--- config.mk ---
export PLATFORM = sky130hd
export DESIGN_NAME = pipe_md_sched_flat
export DESIGN_NICKNAME = d
export VERILOG_FILES = /design/src/rtl/pipe_md_sched_if.sv /design/src/rtl/pipe_md_sched.sv /design/src/flat_wrapper.sv
export SDC_FILE = /design/constraint.sdc
export NUM_CORES = 1
export LEC_CHECK = 0
export ABC_AREA = 0
export CORE_MARGIN = 2
export CORE_UTILIZATION = 41
export CTS_BUF_LIST = sky130_fd_sc_hd__clkbuf_16
export CTS_CLUSTER_SIZE = 20
export DETAILED_ROUTE_END_ITERATION = 12
export HOLD_SLACK_MARGIN = 0.05
export PLACE_DENSITY = 0.81
export SYNTH_ARGS = -nofsm -noshare
export SYNTH_HDL_FRONTEND = slang
export SYNTH_SLANG_ARGS = --single-unit
--- constraint.sdc ---
create_clock -name clock -period 3.4 [get_ports clock]
set_clock_uncertainty 0.2 [all_clocks]
set_input_delay 0.34 -clock clock [delete_from_list [all_inputs] [get_ports clock]]
set_output_delay 0.34 -clock clock [all_outputs]
set_load 0.05 [all_outputs]
--- src/rtl/pipe_md_sched_if.sv ---
// Decode-side bundle between the D stage and the multiply/divide scheduler.
// Optional macro PIPE_MD_ABORT_EN adds the md_abort squash input.
interface pipe_md_sched_if;
  // D-stage instruction attributes and forwarded operands
  logic        d_valid;
  logic        d_md;
  logic        d_div;
  logic        d_sign;
  logic        d_hilo_rd;
  logic        d_hilo_wr;
  logic        ext_stall;
  logic [31:0] da;
  logic [31:0] db;
`ifdef PIPE_MD_ABORT_EN
  logic        md_abort;
`endif
  // Scheduler outputs towards the unit, HI/LO and the PC/IR enables
  logic        md_start;
  logic        md_div;
  logic        md_sign;
  logic [31:0] md_a;
  logic [31:0] md_b;
  logic        md_busy;
  logic        md_dz;
  logic        hilo_we;
  logic        md_stall;

  // Decode side drives instruction info, observes the scheduler
  modport master (
    output d_valid, d_md, d_div, d_sign, d_hilo_rd, d_hilo_wr, ext_stall, da, db,
`ifdef PIPE_MD_ABORT_EN
    output md_abort,
`endif
    input  md_start, md_div, md_sign, md_a, md_b, md_busy, md_dz, hilo_we, md_stall
  );

  // Scheduler side
  modport slave (
    input  d_valid, d_md, d_div, d_sign, d_hilo_rd, d_hilo_wr, ext_stall, da, db,
`ifdef PIPE_MD_ABORT_EN
    input  md_abort,
`endif
    output md_start, md_div, md_sign, md_a, md_b, md_busy, md_dz, hilo_we, md_stall
  );
endinterface

--- src/rtl/pipe_md_sched.sv ---
// Multiply/divide scheduler beside the decode stage: latches operands on
// issue, counts RUN cycles, pulses the HI/LO write strobe in WB and stalls D
// while a HI/LO consumer or another mult/div would collide.
// Optional macro PIPE_MD_ABORT_EN adds md_abort, which squashes an operation
// in flight (and any same-cycle issue).
module pipe_md_sched #(
  parameter int MUL_CYCLES = 4,
  parameter int DIV_CYCLES = 32,
  parameter int CW         = 6
) (
  input  logic           clock,
  input  logic           reset,
  pipe_md_sched_if.slave bus
);

  typedef enum logic [1:0] {IDLE, RUN, WB} state_e;

  state_e          state_q;
  logic [CW-1:0]   cnt_q;
  logic            md_start_q;
  logic            md_div_q;
  logic            md_sign_q;
  logic            md_dz_q;
  logic            hilo_we_q;
  logic [31:0]     md_a_q;
  logic [31:0]     md_b_q;

  logic            abort;
  logic            busy;
  logic            stall;
  logic            issue;

`ifdef PIPE_MD_ABORT_EN
  assign abort = bus.md_abort;
`else
  assign abort = 1'b0;
`endif

  // HI/LO stays hazardous through WB: the result is visible only after that edge
  assign busy  = (state_q != IDLE);
  assign stall = busy & bus.d_valid & (bus.d_md | bus.d_hilo_rd | bus.d_hilo_wr);
  assign issue = bus.d_valid & bus.d_md & ~bus.ext_stall & ~stall & ~abort;

  // Sequencer: state, counter, latched operands and registered strobes
  // NOTE: every register here, datapath latches included, is cleared by the
  // async reset so an interrupted operation leaves nothing behind; all state
  // updates use non-blocking assignments so the case arms see pre-edge values.
  always_ff @(posedge clock or posedge reset) begin
    if (reset) begin
      state_q    <= IDLE;
      cnt_q      <= '0;
      md_start_q <= 1'b0;
      md_div_q   <= 1'b0;
      md_sign_q  <= 1'b0;
      md_dz_q    <= 1'b0;
      hilo_we_q  <= 1'b0;
      md_a_q     <= '0;
      md_b_q     <= '0;
    end else begin
      md_start_q <= 1'b0;
      hilo_we_q  <= 1'b0;
      case (state_q)
        IDLE: begin
          if (issue) begin
            md_start_q <= 1'b1;
            md_a_q     <= bus.da;
            md_b_q     <= bus.db;
            md_div_q   <= bus.d_div;
            md_sign_q  <= bus.d_sign;
            if (bus.d_div && (bus.db == '0)) begin
              // Divide-by-zero skips RUN and writes back immediately
              md_dz_q   <= 1'b1;
              hilo_we_q <= 1'b1;
              state_q   <= WB;
            end else begin
              md_dz_q <= 1'b0;
              cnt_q   <= bus.d_div ? CW'(DIV_CYCLES - 1) : CW'(MUL_CYCLES - 1);
              state_q <= RUN;
            end
          end
        end
        RUN: begin
          if (abort) begin
            md_dz_q <= 1'b0;
            state_q <= IDLE;
          end else if (cnt_q == '0) begin
            hilo_we_q <= 1'b1;
            state_q   <= WB;
          end else begin
            cnt_q <= cnt_q - 1'b1;
          end
        end
        WB: begin
          if (abort) md_dz_q <= 1'b0;
          state_q <= IDLE;
        end
        default: state_q <= IDLE;
      endcase
    end
  end

  assign bus.md_start = md_start_q;
  assign bus.md_div   = md_div_q;
  assign bus.md_sign  = md_sign_q;
  assign bus.md_a     = md_a_q;
  assign bus.md_b     = md_b_q;
  assign bus.md_busy  = busy;
  assign bus.md_dz    = md_dz_q;
  // An abort landing in WB must still suppress that cycle's write
  assign bus.hilo_we  = hilo_we_q & ~abort;
  assign bus.md_stall = stall;

endmodule

--- src/flat_wrapper.sv ---
// flat-port wrapper written by rule: the top's interface ports become plain ports
module pipe_md_sched_flat 
#(
  parameter int MUL_CYCLES = 4,
  parameter int DIV_CYCLES = 32,
  parameter int CW         = 6
)
  (clock, reset, bus_d_valid, bus_d_md, bus_d_div, bus_d_sign, bus_d_hilo_rd, bus_d_hilo_wr, bus_ext_stall, bus_da, bus_db, bus_md_start, bus_md_div, bus_md_sign, bus_md_a, bus_md_b, bus_md_busy, bus_md_dz, bus_hilo_we, bus_md_stall);
  pipe_md_sched_if bus_i ();
  input  logic clock;
  input  logic reset;
  input wire logic [$bits(bus_i.d_valid)-1:0] bus_d_valid;
  input wire logic [$bits(bus_i.d_md)-1:0] bus_d_md;
  input wire logic [$bits(bus_i.d_div)-1:0] bus_d_div;
  input wire logic [$bits(bus_i.d_sign)-1:0] bus_d_sign;
  input wire logic [$bits(bus_i.d_hilo_rd)-1:0] bus_d_hilo_rd;
  input wire logic [$bits(bus_i.d_hilo_wr)-1:0] bus_d_hilo_wr;
  input wire logic [$bits(bus_i.ext_stall)-1:0] bus_ext_stall;
  input wire logic [$bits(bus_i.da)-1:0] bus_da;
  input wire logic [$bits(bus_i.db)-1:0] bus_db;
  output wire logic [$bits(bus_i.md_start)-1:0] bus_md_start;
  output wire logic [$bits(bus_i.md_div)-1:0] bus_md_div;
  output wire logic [$bits(bus_i.md_sign)-1:0] bus_md_sign;
  output wire logic [$bits(bus_i.md_a)-1:0] bus_md_a;
  output wire logic [$bits(bus_i.md_b)-1:0] bus_md_b;
  output wire logic [$bits(bus_i.md_busy)-1:0] bus_md_busy;
  output wire logic [$bits(bus_i.md_dz)-1:0] bus_md_dz;
  output wire logic [$bits(bus_i.hilo_we)-1:0] bus_hilo_we;
  output wire logic [$bits(bus_i.md_stall)-1:0] bus_md_stall;
  assign bus_i.d_valid = bus_d_valid;
  assign bus_i.d_md = bus_d_md;
  assign bus_i.d_div = bus_d_div;
  assign bus_i.d_sign = bus_d_sign;
  assign bus_i.d_hilo_rd = bus_d_hilo_rd;
  assign bus_i.d_hilo_wr = bus_d_hilo_wr;
  assign bus_i.ext_stall = bus_ext_stall;
  assign bus_i.da = bus_da;
  assign bus_i.db = bus_db;
  assign bus_md_start = bus_i.md_start;
  assign bus_md_div = bus_i.md_div;
  assign bus_md_sign = bus_i.md_sign;
  assign bus_md_a = bus_i.md_a;
  assign bus_md_b = bus_i.md_b;
  assign bus_md_busy = bus_i.md_busy;
  assign bus_md_dz = bus_i.md_dz;
  assign bus_hilo_we = bus_i.hilo_we;
  assign bus_md_stall = bus_i.md_stall;
  pipe_md_sched #(.MUL_CYCLES(MUL_CYCLES), .DIV_CYCLES(DIV_CYCLES), .CW(CW)) u_core (.clock(clock), .reset(reset), .bus(bus_i));
endmodule
# == Word level (Yosys, flattened, before mapping) ==
# Index checks and enable logic that the tools add are counted.
# op_classes
n_addsub,1
n_eq_ne,5
muxes,15
bitwise_logic,9
n_reduce_logical,9
# op_table
cell,count
zero test 32 bit,1
two-way mux 6 bit,3
one-hot mux 6 bit (2 select lines),1
zero test 6 bit,1
two-way mux 2 bit,3
subtractor 6 x 1 -> 6 bit (second input constant),1
AND 1 bit,5
two-way mux 1 bit,5
two-way mux 5 bit,1
inequality test 2 x 1 -> 1 bit (second input constant),2
inequality test 2 bit (second input constant),2
one-hot mux 2 bit (2 select lines),1
AND reduction 2 bit,2
AND reduction 4 bit,1
nonzero test 2 bit,2
== test 2 x 1 -> 1 bit (second input constant),1
zero test 2 bit,1
inverter 1 bit,2
bitwise OR 1 bit,2
one-hot mux 1 bit (2 select lines),1
logical AND 1 bit,1
# word_totals
ff_bits,77
in_bits,73
out_inout_bits,71
wordCells,48

# == Logic depth before layout (Yosys ltp) ==
# Gate-level depths: netlist (run 1).
# logic_depth
depth_word,7
mapped_depth,8
ltp_nobuf,6

# == Least setup slack after synthesis (run 1) ==
# Ideal clock, no wire load.
# synth_path
path_kind,reg-to-reg
from,reg u_core.state_q[0]
to,reg u_core.md_b_q[20] (netlist: u_core.bus.md_b[20])
setup_time_ns,0.127
arrival_time_ns,1.805
t_required_ns,3.073
path_slack_ns,1.267
path_stages_with_launch,8
path_buffers,3
period_less_slack_ns,2.133
cell_sequence,dfrtp_1 -> or2_4 -> or3_1 -> buf_2 -> clkinv_4 -> buf_12 -> buf_12 -> mux2_1
# synth_between
elab_chain_len,6
word_cells_on_any_way,7
classes_between,bitwise: 4; reduce/logical: 3
# synth_rtl
item,line,source
start: declaration,pipe_md_sched.sv:18,state_e state_q;
start signal: assignment,pipe_md_sched.sv:50,state_q <= IDLE;
start signal: assignment,pipe_md_sched.sv:74,state_q <= WB;
start signal: assignment,pipe_md_sched.sv:78,state_q <= RUN;
nonzero test 2 bit,pipe_md_sched.sv:40,assign busy = (state_q != IDLE);
net bus_md_busy,flat_wrapper.sv:26,output wire logic [$bits(bus_i.md_busy)-1:0] bus_md_busy;
AND 1 bit (2 in a row),pipe_md_sched.sv:41,assign stall = busy & bus.d_valid & (bus.d_md | bus.d_hilo_rd | bus.d_hilo_wr);
inverter 1 bit,pipe_md_sched.sv:42,assign issue = bus.d_valid & bus.d_md & ~bus.ext_stall & ~stall & ~abort;
AND 1 bit,pipe_md_sched.sv:42,
AND reduction 2 bit (no source line),n/a,
end signal: assignment,pipe_md_sched.sv:67,md_b_q <= bus.db;
end: declaration,pipe_md_sched.sv:26,logic [31:0] md_b_q;
# The timed path passes the listed nets, and every way through them passes these cells.
# A chain may end at the register's enable or synchronous reset.

# == Worst setup path after layout (run 1) ==
# layout_path
from,reg u_core.state_q[1]
to,reg u_core.cnt_q[2]
# layout_between
elab_chain_len,7
word_cells_on_any_way,13
classes_between,eq/ne: 4; mux: 1; bitwise: 4; reduce/logical: 4
# layout_rtl
item,line,source
nonzero test 2 bit,pipe_md_sched.sv:40,
AND 1 bit (2 in a row),pipe_md_sched.sv:41,
inverter 1 bit,pipe_md_sched.sv:42,
AND 1 bit,pipe_md_sched.sv:42,
inequality test 2 x 1 -> 1 bit (no source line),n/a,
AND reduction 4 bit (no source line),n/a,
end signal: assignment,pipe_md_sched.sv:77,cnt_q <= bus.d_div ? CW'(DIV_CYCLES - 1) : CW'(MUL_CYCLES - 1);
end signal: assignment,pipe_md_sched.sv:90,cnt_q <= cnt_q - 1'b1;
end: declaration,pipe_md_sched.sv:19,logic [CW-1:0] cnt_q;
# Parallel ways exist; a longest one is shown, timed or not.

==> flow_metrics.py, run 1 <==
metrics = {
    "global_routing": {
        "track_usage": 0.178,
        "grt_pass1_wl_microns": 11800,
        "grt_overflow": 0,
        "antenna_found_initial": 0,
        "grt_pass1_vias": 2421,
        "grt_max_degree": 51,
    },
    "synth": {
        "synth_most_common_cell": "dfrtp_1",
        "ys_types": 36,
        "yosys.area.top_type_share": 0.617,
        "ys.flop_type": "dfrtp_1",
        "synth_common_cells": "dfrtp_1, mux2_2, mux2_1, nand2_1",
        "synth_edf_count": 0,
        "ys_seq_area_frac": 0.617,
        "synth_area_leader_cell": "dfrtp_1",
        "avgSynthCellArea_sq_um": 14.8,
        "ys_ff_latch": 77,
        "synthTopCellsByArea": "dfrtp_1, mux2_2, mux2_1",
        "syn_inst": 211,
        "netlist_area_sq_um": 3120,
        "async_reset_ff_frac": 1.00,
        "synth.net_count": 286,
        "yosysWarnings": 0,
    },
    "setup_path": {
        "reg2reg_from": "u_core.state_q[1]$_DFFE_PP0P_",
        "crit_path_max_incr_delay_ns": 0.42,
        "worstReg2RegEnd": "u_core.cnt_q[2]$_DFFE_PP0P_",
        "critPathKind": "reg -> reg",
        "cp-start-kind": "flop",
        "endpoint_kind": "flop",
        "crit_family": "simple AND/OR/NAND/NOR gates",
        "crit_buf_inv": 2,
        "slowest_stage": "dfrtp_1",
        "arrival_ns": 2.43,
        "crit_chain": "or2_4 -> or3_1 -> buf_4 -> clkinv_4 -> nand2b_1 -> a32o_1",
        "rrSetupSlack_ns": 0.98,
        "r2r.worst_path.cells": 6,
        "critPathRequiredTime_ns": 3.41,
        "cp_max_fo": 50,
    },
    "cts": {
        "insertion_delay_ns": 0.32,
        "clock_sinks": 77,
        "cts_buffer_depth": 2,
        "cts_max_level": 3,
        "path_clk_slew_ns": 0.06,
        "cts_root_buffer": "clkbuf_16",
        "cts_hold_buf": 0,
        "cts_tree": "done",
        "cts_buffers": 9,
        "cts_resized": 0,
        "post-cts-setup-buffers": 0,
    },
    "sta": {
        "max_freq_mhz": 414,
        "finalHoldViolCount": 0,
        "fin_setup_tns_ns": 0,
        "relSlewSlack": 0.547,
        "setup_ws_ns": 0.983,
        "slew_viol_final": 0,
        "finalCritPeriodShare": 0.711,
        "rsz0062_at_grt": "false",
        "worst_pin_slew_ns": 0.678,
        "setup_viol": 0,
        "timing.hold.ws_ns": 0.225,
        "min_period_ns": 2.42,
    },
    "min_path": {
        "hold_path.class": "in -> async",
    },
    "drt": {
        "drc_errors": 0,
        "wl_microns": 7140,
        "wl_per_cell_microns": 15.4,
        "viasPerCell": 4.89,
        "drt_iter0_markers": 62,
        "firstDrtPassIters": 4,
        "num_vias": 2266,
        "final_antenna_net_count": 0,
    },
    "die": {
        "dieArea_sq_um": 8320,
        "rows": 31,
        "die_h_microns": 91.2,
        "start_util": 0.426,
        "ios": 144,
        "core_sq_um": 7330,
        "dieWidth_microns": 91.2,
    },
    "placed_design": {
        "dp_hpwl_microns": 5330,
        "place_ws_ns": 0.838,
        "place.gp.congestion": 0.758,
        "portBuffers": 143,
    },
    "outcome": {
        "run_status": "complete, no violations",
    },
    "finish": {
        "layout-drive-gt1-share": 0.225,
        "nets": 434,
        "area_growth_syn_to_layout_pct": 58.4,
        "diodes": 0,
    },
    "power": {
        "power_leakage_uw": 0.00208,
        "peakVddDrop_v": 0.000569,
        "power.total_uw": 5630,
        "powerDensity_nw_per_um2": 1140,
    },
    "flow_run": {
        "drv_cap": 0,
    },
}
through the flow:
stage | util | instance area (sq um) | instances
after global routing | 0.674 | 4940 | 463
final | 0.674 | 4940 | 463
after CTS | 0.674 | 4940 | 463
after floorplan | - | 3120 | 211
after detailed placement | 0.631 | 4630 | 447
after global placement | 0.631 | 4630 | 447
final cells by class:
cell class	count	area, sq um
Fill cell	548	2390
Sequential cell	77	1930
Timing Repair Buffer	145	1460
Multi-Input combinational cell	121	1090
Clock buffer	9	225
Tap cell	99	124
Clock inverter	7	90.1
Inverter	5	25.0
worst max path at each step:
stage | startpoint | end | slack (ns) | depth (start not counted)
floorplan | reset | u_core.bus.hilo_we$_DFF_PP0_ | 0.89 | 1
global placement | bus_d_div | u_core.cnt_q[2]$_DFFE_PP0P_ | 0.86 | 6
detailed placement | bus_d_valid | u_core.cnt_q[2]$_DFFE_PP0P_ | 0.84 | 7
CTS | u_core.state_q[1]$_DFFE_PP0P_ | u_core.cnt_q[2]$_DFFE_PP0P_ | 0.98 | 6
global route | u_core.state_q[1]$_DFFE_PP0P_ | u_core.cnt_q[2]$_DFFE_PP0P_ | 0.88 | 6
finish | u_core.state_q[1]$_DFFE_PP0P_ | u_core.cnt_q[2]$_DFFE_PP0P_ | 0.98 | 6
where the power goes:
part	total (uW)	switching (uW)	leakage (uW)	internal (uW)
sequential	1600	240	0.000933	1360
clock	995	357	0.000153	638
combinational	3030	1910	0.000995	1120
registers in the layout (all words and copies together), names as in the netlist:
register	count
u_core.bus.md_a	32
u_core.bus.md_b	32
u_core.cnt_q	6
u_core.state_q	2
u_core.bus.hilo_we	1
u_core.bus.md_div	1
u_core.bus.md_dz	1
u_core.bus.md_sign	1
u_core.bus.md_start	1
placed cells by master, fill, tap and decap left out, types with 4 or more instances in the layout:
master	instances
mux2_1	7
clkbuf_16	9
a21oi_1	4
nand2_1	7
nor2_1	6
dfrtp_1	77
nor4_1	6
clkdlybuf4s50_1	143
mux2_2	59
routing by layer:
layer | track usage | vias to the layer above | wire [microns]
li1 | - | 1060 | -
met1 | 0.221 | 1109 | 2980
met2 | 0.286 | 86 | 3520
met3 | 0.0556 | 11 | 515
met4 | 0.0795 | 0 | 124
met5 | 0 | - | 0
cells by family after synthesis:
family / Yosys count / synth area share
muxes: 66 / 0.238
and+or+nand+nor: 34 / 0.0593
DFF: 77 / 0.617
buffers and inverters: 13 / 0.0325
adders and majority gates: 2 / 0.00802
AOI/OAI and AO/OA: 19 / 0.0445
Power figures use the tool's default switching activity.
==> run 2: changes to the inputs <==
--- a/config.mk
+++ b/config.mk
@@ -7,12 +7,12 @@
 export LEC_CHECK = 0
 export ABC_AREA = 0
 export CORE_MARGIN = 2
-export CORE_UTILIZATION = 41
+export CORE_UTILIZATION = 37
 export CTS_BUF_LIST = sky130_fd_sc_hd__clkbuf_16
 export CTS_CLUSTER_SIZE = 20
 export DETAILED_ROUTE_END_ITERATION = 12
 export HOLD_SLACK_MARGIN = 0.05
-export PLACE_DENSITY = 0.81
+export PLACE_DENSITY = 0.77
 export SYNTH_ARGS = -nofsm -noshare
 export SYNTH_HDL_FRONTEND = slang
 export SYNTH_SLANG_ARGS = --single-unit
==> constraint.sdc (replaced) <==
create_clock -name clock -period 2.1 [get_ports clock]
set_clock_uncertainty 0.2 [all_clocks]
set_input_delay 0.21 -clock clock [delete_from_list [all_inputs] [get_ports clock]]
set_output_delay 0.21 -clock clock [all_outputs]
set_load 0.05 [all_outputs]
==> run 2 against run 1 <==
Against the previous run:
- die area up 10%
- worst hold slack got worse by 0.097 ns
- setup slack worse by 0.97 ns
- final cell count grew 3.7%
- non-clock buffer count grew 11
- register-to-register slack worse by 0.88 ns
- flip-flop and latch count did not move
- global-route usage shrank 0.46 points
- clock power increased by 59%
- cell area grew 2.3%
- critical endpoint unchanged
- largest power group unchanged
==> flow_metrics.py, run 2 (synthesis results as in run 1) <==
metrics = {
    "global_routing": {
        "grt_overflow": 0,
        "grt_pass1_wl_microns": 12000,
        "grt_max_degree": 78,
        "grt_pass1_vias": 2528,
        "antenna_found_initial": 0,
        "track_usage": 0.174,
    },
    "drt": {
        "wl_microns": 7780,
        "drc_errors": 0,
        "met3_length_microns": 542,
        "num_vias": 2363,
        "wl_per_cell_microns": 16.2,
        "firstDrtPassIters": 4,
        "drt_iter0_markers": 47,
        "final_antenna_net_count": 0,
        "wl_met2_microns": 4100,
        "viasPerCell": 4.92,
        "wl_met1_microns": 2920,
        "top_layer_used": "met4",
    },
    "setup_path": {
        "r2r.worst_path.cells": 6,
        "crit_path_max_incr_delay_ns": 0.49,
        "cp_max_fo": 3,
        "cp-start-kind": "input pin",
        "reg2reg_from": "u_core.state_q[0]$_DFFE_PP0P_",
        "crit_buf_inv": 2,
        "crit_family": "simple AND/OR/NAND/NOR gates",
        "critPathRequiredTime_ns": 2.15,
        "slowest_stage": "nor4_1",
        "endpoint_kind": "flop",
        "arrival_ns": 2.14,
        "critPathKind": "in -> reg",
        "critPathLaunch": "bus_db[20]",
        "crit_chain": "clkdlybuf4s50_1 -> nor4_1 -> nand4_1 -> nor3_2 -> buf_4 -> nand2b_1 -> a32o_1",
        "crit_cells": 7,
    },
    "sta": {
        "finalCritPeriodShare": 0.996,
        "max_freq_mhz": 478,
        "setup_ws_ns": 0.00808,
        "slew_viol_final": 0,
        "min_period_ns": 2.09,
        "finalHoldViolCount": 0,
        "rsz0062_at_grt": "false",
        "worst_pin_slew_ns": 0.538,
        "relSlewSlack": 0.641,
        "setup_viol": 0,
    },
    "finish": {
        "diodes": 0,
        "layout-drive-gt1-share": 0.245,
        "nets": 445,
        "final_cell_mix": "clkdlybuf4s50_1, dfrtp_1, mux2_2",
        "area_growth_syn_to_layout_pct": 62.0,
        "layout_commonest_cell": "clkdlybuf4s50_1",
        "final_area_sq_um": 5050,
    },
    "die": {
        "core_sq_um": 8180,
        "die_h_microns": 95.8,
        "dieWidth_microns": 95.8,
        "ios": 144,
        "start_util": 0.382,
        "dieArea_sq_um": 9180,
        "rows": 33,
    },
    "placed_design": {
        "place.gp.congestion": 0.832,
        "placed_cell_area_sq_um": 4740,
        "portBuffers": 143,
        "place_ws_ns": -0.201,
        "dp_hpwl_microns": 5770,
    },
    "outcome": {
        "run_status": "complete, no violations",
    },
    "cts": {
        "cts_buffers": 9,
        "clock_sinks": 77,
        "post-cts-setup-buffers": 0,
        "insertion_delay_ns": 0.32,
        "cts_buffer_depth": 2,
        "cts_root_buffer": "clkbuf_16",
        "cts_tree": "done",
        "path_clk_slew_ns": 0.05,
        "cts_max_level": 3,
    },
    "flow_run": {
        "drv_cap": 0,
    },
    "power": {
        "peakVddDrop_v": 0.00102,
        "powerDensity_nw_per_um2": 1810,
        "power_leakage_uw": 0.00214,
    },
    "min_path": {
        "hold_path.class": "in -> async",
    },
}
==> run 2: changes by cell type in the layout (fill, tap and decap cells not counted), sizes merged <==
cell | previous run | this run
buf | 2 | 14
clkdlybuf4s50 | 143 | 141
dlymetal6s2s | 0 | 1
==> run 2: cell type report <==
cell class              instances  area [sq um]
inverters                       5          27.5
fillers                       669          3120
multi-input cells             121          1100
clock inverters                 7          80.1
well taps                     105           131
flip-flops and latches         77          1930
clock buffers                   9           225
repair buffers                156          1570
==> run 2: timing repair <==
action	4_1_cts	5_1_grt
resized for setup	0	2
endpoints found under the setup margin	0	31
hold buffers	0	0
==> run 2: report_power, final <==
group	switching [uW]	internal [uW]	leakage (uW)
clock network	558	1020	0.000149
registers	390	2200	0.000933
logic	3140	1860	0.00106
total	4080	5080	0.00214
==> run 2: layer usage <==
| metal | GRT usage | vias to the layer above |
|---|---|---|
| li1 | - | 1081 |
| met1 | 0.190 | 1175 |
| met2 | 0.307 | 88 |
| met3 | 0.0532 | 19 |
| met4 | 0.0821 | 0 |
| met5 | 0 | - |
==> run 2: worst paths after layout <==
check	to	slack, ns
max reg2reg	u_core.cnt_q[2]$_DFFE_PP0P_	0.10
max	u_core.cnt_q[2]$_DFFE_PP0P_	0.008
min reg2reg	u_core.bus.md_b[25]$_DFFE_PP0P_	0.29
min	u_core.bus.md_b[4]$_DFFE_PP0P_	0.13
min in group clock	u_core.bus.md_b[25]$_DFFE_PP0P_	0.29
max in group asynchronous	u_core.cnt_q[4]$_DFFE_PP0P_	1.21
==> run 2: stage by stage <==
step	cells	total power [uW]	hold WS [ns]	utilization	setup TNS, ns
6_report	480	9160	0.128	0.618	0
5_1_grt	480	9570	0.183	0.618	0
4_1_cts	480	9240	0.175	0.617	0
3_5_place_dp	464	7620	0.277	0.580	-1.58
3_3_place_gp	464	7520	0.270	0.580	-0.603
2_1_floorplan	211	5820	0.145	-	-0.202
==> run 2: worst reg2reg max path: cells and delay by family (launching register included) <==
family | cells | cell delay [ns]
flops | 1 | 0.38
simple gates | 3 | 0.78
buf+inv | 2 | 0.26
compound gates | 1 | 0.27
==> run 3: changes to the inputs <==
--- a/config.mk
+++ b/config.mk
@@ -8,7 +8,6 @@
 export ABC_AREA = 0
 export CORE_MARGIN = 2
 export CORE_UTILIZATION = 37
-export CTS_BUF_LIST = sky130_fd_sc_hd__clkbuf_16
 export CTS_CLUSTER_SIZE = 20
 export DETAILED_ROUTE_END_ITERATION = 12
 export HOLD_SLACK_MARGIN = 0.05
==> run 3 against run 2 <==
Against the previous run:
- core utilization decreased by 0.80 points
- clock-buffer cell count increased by 4
- non-clock buffer count stayed put
- first-iteration DRC count down 15%
- global-route usage is 0.27 points lower
- wire length down 0.71%
- highest routed layer unchanged
==> flow_metrics.py, run 3 (synthesis results as in run 1) <==
metrics = {
    "outcome": {
        "run_status": "complete, no violations",
    },
    "sta": {
        "fin_setup_tns_ns": 0,
        "setup_viol": 0,
        "rsz0062_at_grt": "false",
        "finalCritPeriodShare": 0.954,
        "min_period_ns": 2.00,
        "finalHoldViolCount": 0,
        "worst_pin_slew_ns": 0.543,
        "slew_viol_final": 0,
        "relSlewSlack": 0.637,
        "max_freq_mhz": 499,
    },
    "cts": {
        "post-cts-setup-buffers": 0,
        "clock_sinks": 77,
        "path_clk_slew_ns": 0.08,
        "cts_max_level": 3,
        "cts_root_buffer": "clkbuf_8",
        "cts_tree": "done",
        "cts_buffers": 9,
        "insertion_delay_ns": 0.35,
        "cts_hold_buf": 0,
        "cts_buffer_depth": 2,
    },
    "setup_path": {
        "crit_chain": "or2_4 -> or3_4 -> clkinv_4 -> buf_12 -> nand2b_1 -> a32o_1",
        "cp-start-kind": "flop",
        "reg2reg_from": "u_core.state_q[0]$_DFFE_PP0P_",
        "critPathRequiredTime_ns": 2.13,
        "endpoint_kind": "flop",
        "crit_family": "simple AND/OR/NAND/NOR gates",
        "arrival_ns": 2.03,
        "critPathLaunch": "u_core.state_q[0]$_DFFE_PP0P_",
        "critPathKind": "reg -> reg",
        "r2r.worst_path.cells": 6,
        "rrSetupSlack_ns": 0.1,
        "crit_path_end": "u_core.cnt_q[2]$_DFFE_PP0P_",
        "worstReg2RegEnd": "u_core.cnt_q[2]$_DFFE_PP0P_",
        "crit_buf_inv": 2,
        "slowest_stage": "or3_4",
        "crit_cells": 6,
        "crit_path_max_incr_delay_ns": 0.40,
        "cp_max_fo": 23,
    },
    "die": {
        "core_sq_um": 8180,
        "dieWidth_microns": 95.8,
        "start_util": 0.382,
        "dieArea_sq_um": 9180,
        "die_h_microns": 95.8,
        "rows": 33,
        "ios": 144,
    },
    "global_routing": {
        "antenna_found_initial": 0,
        "grt_pass1_vias": 2519,
        "grt_overflow": 0,
        "grt_max_degree": 78,
        "grt_pass1_wl_microns": 12000,
        "track_usage": 0.171,
    },
    "drt": {
        "wl_per_cell_microns": 16.1,
        "final_antenna_net_count": 0,
        "drc_errors": 0,
        "viasPerCell": 4.91,
        "firstDrtPassIters": 4,
        "wl_microns": 7730,
        "num_vias": 2358,
        "drt_iter0_markers": 40,
    },
    "finish": {
        "diodes": 0,
        "multi_input_area_sq_um": 1100,
        "nets": 445,
        "layout-drive-gt1-share": 0.256,
        "fill_cells": 686,
        "layout_commonest_cell": "clkdlybuf4s50_1",
        "seqCellArea_sq_um": 1930,
        "final_area_sq_um": 4990,
        "area_growth_syn_to_layout_pct": 59.9,
        "final_cell_mix": "clkdlybuf4s50_1, dfrtp_1, mux2_2",
    },
    "power": {
        "powerDensity_nw_per_um2": 1780,
        "peakVddDrop_v": 0.000972,
        "power_leakage_uw": 0.00211,
    },
    "placed_design": {
        "portBuffers": 143,
        "placed_cell_area_sq_um": 4740,
        "dp_hpwl_microns": 5770,
        "place.gp.congestion": 0.832,
    },
    "flow_run": {
        "drv_cap": 0,
    },
    "min_path": {
        "hold_path.class": "in -> async",
    },
}
-- run 3: metal layers --
metal | GRT usage | wire, microns
met2 | 0.304 | 4040
met3 | 0.0509 | 543
met1 | 0.192 | 2970
met4 | 0.0667 | 182
met5 | 0 | 0
-- run 3: report_power, final --
part | switching, uW | leakage (uW) | total (uW) | internal, uW
clock | 530 | 0.000126 | 1330 | 798
sequential | 387 | 0.000933 | 2580 | 2190
combinational | 3130 | 0.00106 | 4990 | 1860
-- run 3: per-stage QoR --
stage	cells	worst slack [ns]	utilization	hold slack, ns	power, uW
6_report	480	0.0964	0.610	0.120	8900
5_1_grt	480	0.0398	0.610	0.159	9290
4_1_cts	480	0.0154	0.610	0.147	8970
3_5_place_dp	464	-0.201	0.580	0.277	7620
3_3_place_gp	464	-0.116	0.580	0.270	7520
2_1_floorplan	211	-0.0288	-	0.145	5820
-- run 3: cell type report --
type | count | area share
clock buffers | 13 | 0.0359
clock inverters | 3 | 0.0130
inverters | 5 | 0.00552
multi-input cells | 121 | 0.220
flip-flops and latches | 77 | 0.386
well taps | 105 | 0.0263
repair buffers | 156 | 0.313
-- run 3: how the worst min path moves through the flow --
| stage | end | cells after the start | slack, ns |
|---|---|---|---|
| finish | u_core.bus.md_b[4]$_DFFE_PP0P_ | 3 | 0.12 |
| floorplan | u_core.bus.md_b[20]$_DFFE_PP0P_ | 1 | 0.14 |
| global placement | u_core.bus.md_b[20]$_DFFE_PP0P_ | 1 | 0.27 |
| detailed placement | u_core.bus.md_b[25]$_DFFE_PP0P_ | 1 | 0.28 |
| CTS | u_core.bus.md_b[26]$_DFFE_PP0P_ | 3 | 0.15 |
| global route | u_core.bus.md_b[4]$_DFFE_PP0P_ | 3 | 0.16 |
-- run 3: tightest hold or removal path, cell delays in order --
cell	delay, ns
clkdlybuf4s50_1	0.44
clkinvlp_4	0.10
buf_12	0.34
-- run 3: what timing repair did --
action / CTS / global route
resized for setup: 1 / 1
setup endpoints to repair: 1 / 36
hold endpoints to repair: 0 / 0
pin swaps: 0 / 0
